`config.mk`:
```
export PLATFORM = sky130hd
export DESIGN_NAME = serial_addsub_unit
export DESIGN_NICKNAME = d
export VERILOG_FILES = /design/src/rtl/serial_addsub_unit.sv
export SDC_FILE = /design/constraint.sdc
export NUM_CORES = 1
export LEC_CHECK = 0
export BUFFER_PORTS_ARGS = -buffer_cell sky130_fd_sc_hd__buf_2
export CELL_PAD_IN_SITES_DETAIL_PLACEMENT = 0
export CELL_PAD_IN_SITES_GLOBAL_PLACEMENT = 1
export CORE_ASPECT_RATIO = 0.8
export CORE_MARGIN = 8
export CORE_UTILIZATION = 40
export DETAILED_ROUTE_END_ITERATION = 7
export PLACE_DENSITY_LB_ADDON = 0.2
export SLEW_MARGIN = 25
export SYNTH_ARGS = -nofsm -noshare
export SYNTH_HDL_FRONTEND = slang
export SYNTH_SLANG_ARGS = --single-unit
export TNS_END_PERCENT = 50
```
`constraint.sdc`:
```
create_clock -name clk -period 3.9 [get_ports clk]
set_input_delay 0.39 -clock clk [delete_from_list [all_inputs] [get_ports clk]]
set_output_delay 0.39 -clock clk [all_outputs]
set_load 0.01 [all_outputs]
```
`src/rtl/serial_addsub_unit.sv`:
```
// Multi-cycle N-bit adder/subtractor: CHUNK bits per clock, LSB first, registered carry chain.
// Results and flags update together on entry to DONE and hold until the next op completes.
//
//   state | meaning
//   IDLE  | waiting for start; outputs hold the last result
//   RUN   | one chunk per cycle into the shadow sum, busy=1
//   DONE  | one cycle, done=1; start here chains the next op
module serial_addsub_unit #(
  parameter int N     = 8,
  parameter int CHUNK = 2
) (
  input  logic         clk,
  input  logic         rst,
  input  logic         start,
  input  logic [N-1:0] A,
  input  logic [N-1:0] B,
  input  logic         cin,
  input  logic         select,
  output logic [N-1:0] S,
  output logic         cout,
  output logic         overflow,
  output logic         zero,
  output logic         busy,
  output logic         done
);
  localparam int BEATS = N / CHUNK;
  localparam int BW    = (BEATS > 1) ? $clog2(BEATS) : 1;
  localparam int IW    = $clog2(N);

  if (N < 2 || CHUNK < 1 || CHUNK > N || (N % CHUNK) != 0) begin : g_param_check
    $error("serial_addsub_unit: illegal N/CHUNK combination");
  end

  typedef enum logic [1:0] {IDLE, RUN, DONE} state_t;

  state_t         state, state_n;
  logic [BW-1:0]  beat;
  logic [IW-1:0]  idx;
  logic [N-1:0]   a_q, b_q, shadow, s_full;
  logic           sel_q, carry;
  logic [CHUNK-1:0] a_k, b_k;
  logic [CHUNK:0] sum;
  logic           last, accept;

  assign last   = (beat == BW'(BEATS - 1));
  assign accept = start && (state != RUN);
  assign busy   = (state == RUN);
  assign done   = (state == DONE);

  always_ff @(posedge clk) begin
    if (rst) state <= IDLE;
    else     state <= state_n;
  end

  always_comb begin
    state_n = state;
    case (state)
      IDLE:    if (start) state_n = RUN;
      RUN:     if (last) state_n = DONE;
      DONE:    state_n = start ? RUN : IDLE;
      default: state_n = IDLE;
    endcase
  end

  // Subtraction is A + ~B + ~borrow_in, so the chain carry is the inverted borrow.
  always_comb begin
    idx    = IW'(int'(beat) * CHUNK);
    a_k    = a_q[idx +: CHUNK];
    b_k    = b_q[idx +: CHUNK] ^ {CHUNK{sel_q}};
    sum    = {1'b0, a_k} + {1'b0, b_k} + {{CHUNK{1'b0}}, carry};
    s_full = shadow;
    s_full[idx +: CHUNK] = sum[CHUNK-1:0];
  end

  always_ff @(posedge clk) begin
    if (rst) begin
      a_q      <= '0;
      b_q      <= '0;
      sel_q    <= 1'b0;
      carry    <= 1'b0;
      beat     <= '0;
      shadow   <= '0;
      S        <= '0;
      cout     <= 1'b0;
      overflow <= 1'b0;
      zero     <= 1'b0;
    end else if (accept) begin
      a_q   <= A;
      b_q   <= B;
      sel_q <= select;
      carry <= select ? ~cin : cin;
      beat  <= '0;
    end else if (state == RUN) begin
      shadow <= s_full;
      carry  <= sum[CHUNK];
      beat   <= beat + 1'b1;
      if (last) begin
        S        <= s_full;
        cout     <= sel_q ^ sum[CHUNK];
        overflow <= (a_q[N-1] ~^ (b_q[N-1] ^ sel_q)) & (s_full[N-1] ^ a_q[N-1]);
        zero     <= ~|s_full;
      end
    end
  end

endmodule

```
==> results.py <==
metrics = {
    "run": {
        "cap_violations": 0,
    },
    "die": {
        "start_util_pct": 42.1,
        "num_io_pins": 34,
        "die_w_um": 94.0,
        "num_rows": 22,
        "coreArea_mm2": 0.00462,
        "die_h_um": 78.4,
        "dieArea_mm2": 0.00737,
    },
    "route": {
        "dr_wl_met3_um": 150,
        "met2_length_um": 1750,
        "drt_iter0_markers": 83,
        "drt-met1-wl_um": 2120,
        "routed_via_density": 4.91,
        "drc": 0,
        "drtPass1Iterations": 4,
        "wl_per_cell_um": 13.2,
        "ant_nets": 0,
        "totalWireLength_um": 4040,
        "topRoutingLayerUsed": "met4",
        "vias": 1497,
    },
    "layout": {
        "layout-drive-gt1-share_pct": 22.0,
        "ff_latch_area_um2": 821,
        "multi_input_area_um2": 996,
        "antennaDiodeCount": 0,
        "n_fill_cell": 474,
        "area_growth_pct": 12.8,
        "fin_nets": 273,
    },
    "timing": {
        "rsz0062_at_grt": "false",
        "setup_tns_ns": 0,
        "relSlewSlack_pct": 53.9,
        "clock_skew_ns": 0.00918,
        "max_freq_ghz": 0.314,
        "tightest_slew_ns": 0.692,
        "fin_crit_sh_pct": 81.7,
        "fin_crit_ns": 3.19,
        "hold_violations": 0,
        "maxSlewViolCount": 0,
        "setup_viol": 0,
    },
    "synth": {
        "syn-num-nets": 248,
        "yosys_warnings": 0,
        "synthFlopType": "dfxtp_1",
        "synth_common_cells": "41 x dfxtp_1, 37 x nand2_1, 27 x nor2_1",
        "synth.most_common_cell": "dfxtp_1",
        "ys_seq_elements": 41,
        "ys_types": 37,
        "synth_area_per_cell_um2": 8.88,
        "synthArstFlopShare_pct": 0,
        "synthCells": 219,
        "syn-cell-area_mm2": 0.00195,
        "seq_area_frac_synth_pct": 42.2,
        "synth_top_area_share_pct": 42.2,
        "synth_area_leaders": "dfxtp_1 42%, nand2_1 7.1%, a21oi_1 6.2%, a211oi_1 5.4%, nor2_1 5.2%",
        "synth_edf_count": 0,
        "synth_area_leader_cell": "dfxtp_1",
    },
    "setup_path": {
        "crit_path_max_fanout": 16,
        "worst-r2r-cell-count": 9,
        "rrSetupSlack_ns": 0.71,
        "r2r-end": "zero$_SDFFE_PP0P_",
        "regToRegStartpoint": "beat[0]$_SDFFE_PP0P_",
        "cp-start-kind": "register",
        "worstSetupPathType": "register to register",
        "critPathArrivalTime_ns": 3.35,
        "crit_required_ns": 4.06,
        "end_kind": "register",
    },
    "power_and_ir_drop": {
        "p_per_area_mw_per_mm2": 404,
        "peakVddDrop_mv": 0.171,
        "p_leak_uw": 0.000906,
        "total_power_uw": 886,
    },
    "grt": {
        "antenna_found_initial": 0,
        "grt_overflow": 0,
        "grt_usage_pct": 11.7,
        "grt_max_degree": 39,
        "grt_pass1_vias": 1483,
        "grt_pass1_wl_um": 7010,
    },
    "clocking": {
        "tritoncts": "done",
        "cts.clk_slew.worst_paths_ns": 0.08,
        "clk-insertion-delay-late_ns": 0.29,
        "cts_root_buf": "clkbuf_8",
        "cts_max_level": 2,
        "numCtsBuffers": 5,
        "cts_resized": 0,
        "cts_sinks": 41,
        "cts.hold.buffers_added": 0,
        "post_cts_buffers": 0,
        "cts_max_path_buffers": 2,
    },
    "hold_path": {
        "min_path_type": "input pin to register",
        "hold_depth": 3,
        "holdPathEnd": "a_q[4]$_SDFFE_PP0P_",
        "hold_start": "A[4]",
    },
    "place": {
        "portBuffers": 33,
        "place.gp.congestion": 0.745,
        "post-dp-hpwl_um": 2880,
    },
    "run_status": {
        "outcome": "finished clean",
    },
}
worst max-delay path by stage:
stage                         startpoint               endpoint  slack, ns  depth (start not counted)
floorplan           beat[0]$_SDFFE_PP0P_  overflow$_SDFFE_PP0P_       1.11                         10
global placement    beat[0]$_SDFFE_PP0P_  overflow$_SDFFE_PP0P_       0.79                          9
detailed placement  beat[0]$_SDFFE_PP0P_      zero$_SDFFE_PP0P_       0.70                          9
CTS                 beat[0]$_SDFFE_PP0P_      zero$_SDFFE_PP0P_       0.69                          9
global route        beat[0]$_SDFFE_PP0P_      zero$_SDFFE_PP0P_       0.43                          9
finish              beat[0]$_SDFFE_PP0P_      zero$_SDFFE_PP0P_       0.71                          9
stage by stage:
step	hold slack (ns)	instances	setup slack [ns]	area (um2)	util, %
final	0.333	305	0.712	2190	47.5
after global routing	0.334	305	0.431	2190	47.5
after CTS	0.326	305	0.691	2190	47.5
after detailed placement	0.447	297	0.701	2090	45.3
after global placement	0.445	297	0.787	2090	45.3
after floorplan	0.433	219	1.11	1950	-
registers in the layout, indices dropped and copies added, names as in the netlist:
| name | flops |
|---|---|
| carry | 1 |
| shadow | 8 |
| beat | 2 |
| S | 8 |
| state | 2 |
| b_q | 8 |
| a_q | 8 |
| overflow | 1 |
| zero | 1 |
| cout | 1 |
| sel_q | 1 |
worst max-delay path, stage by stage, from the launching register on:
cell and delay [ns]:
dfxtp_1 0.72, mux4_2 0.60, xor2_1 0.17, fa_1 0.36, inv_1 0.07, fa_1 0.46, nor2_1 0.18, a41oi_1 0.20
nand4_1 0.21, o32ai_2 0.09
routing by layer:
layer,GRT usage (%),vias to the layer above
met5,0,-
met4,3.79,0
met3,3.52,2
met2,16.3,21
met1,16.7,678
li1,-,796
cell type report:
class	count	share of cell area, %
clock buffer	7	4.39
clock inverter	1	0.228
inverter	9	1.65
multi-input combinational	154	45.4
sequential	41	37.4
tap	60	3.42
timing repair buffer	33	7.53
logic make-up after synthesis:
group	after synthesis	share of synthesized area (%)
and+or+nand+nor	84	19.9
AOI/OAI and AO/OA	49	16.2
DFF	41	42.2
buffers and inverters	24	6.62
muxes	8	6.88
adders and majority gates	8	5.92
xor gates and xnor gates	5	2.25
layout by cell type, fill, tap and decap left out, types with 2 or more instances in the layout:
cell      Yosys  layout
ha_1          6       6
xor2_1        2       2
a31oi_1       2       2
nand2_1      37      37
nand2_2       2       2
a211oi_1     14      14
clkbuf_8      0       7
mux4_2        4       4
nor2_1       27      27
buf_2         5      33
fa_1          2       2
a21oi_1      24      24
xnor2_1       3       3
a22oi_1       2       2
mux2i_1       3       3
nor2b_1       6       6
dfxtp_1      41      41
and2_1        2       2
o21ai_0       2       2
and4bb_2      2       2
inv_1         8       8
a41oi_1       2       2
power breakdown:
part,internal [uW],switching [uW]
Combinational,55.7,76.5
Sequential,439,16.7
Clock,160,138
Power figures use the tool's default switching activity.
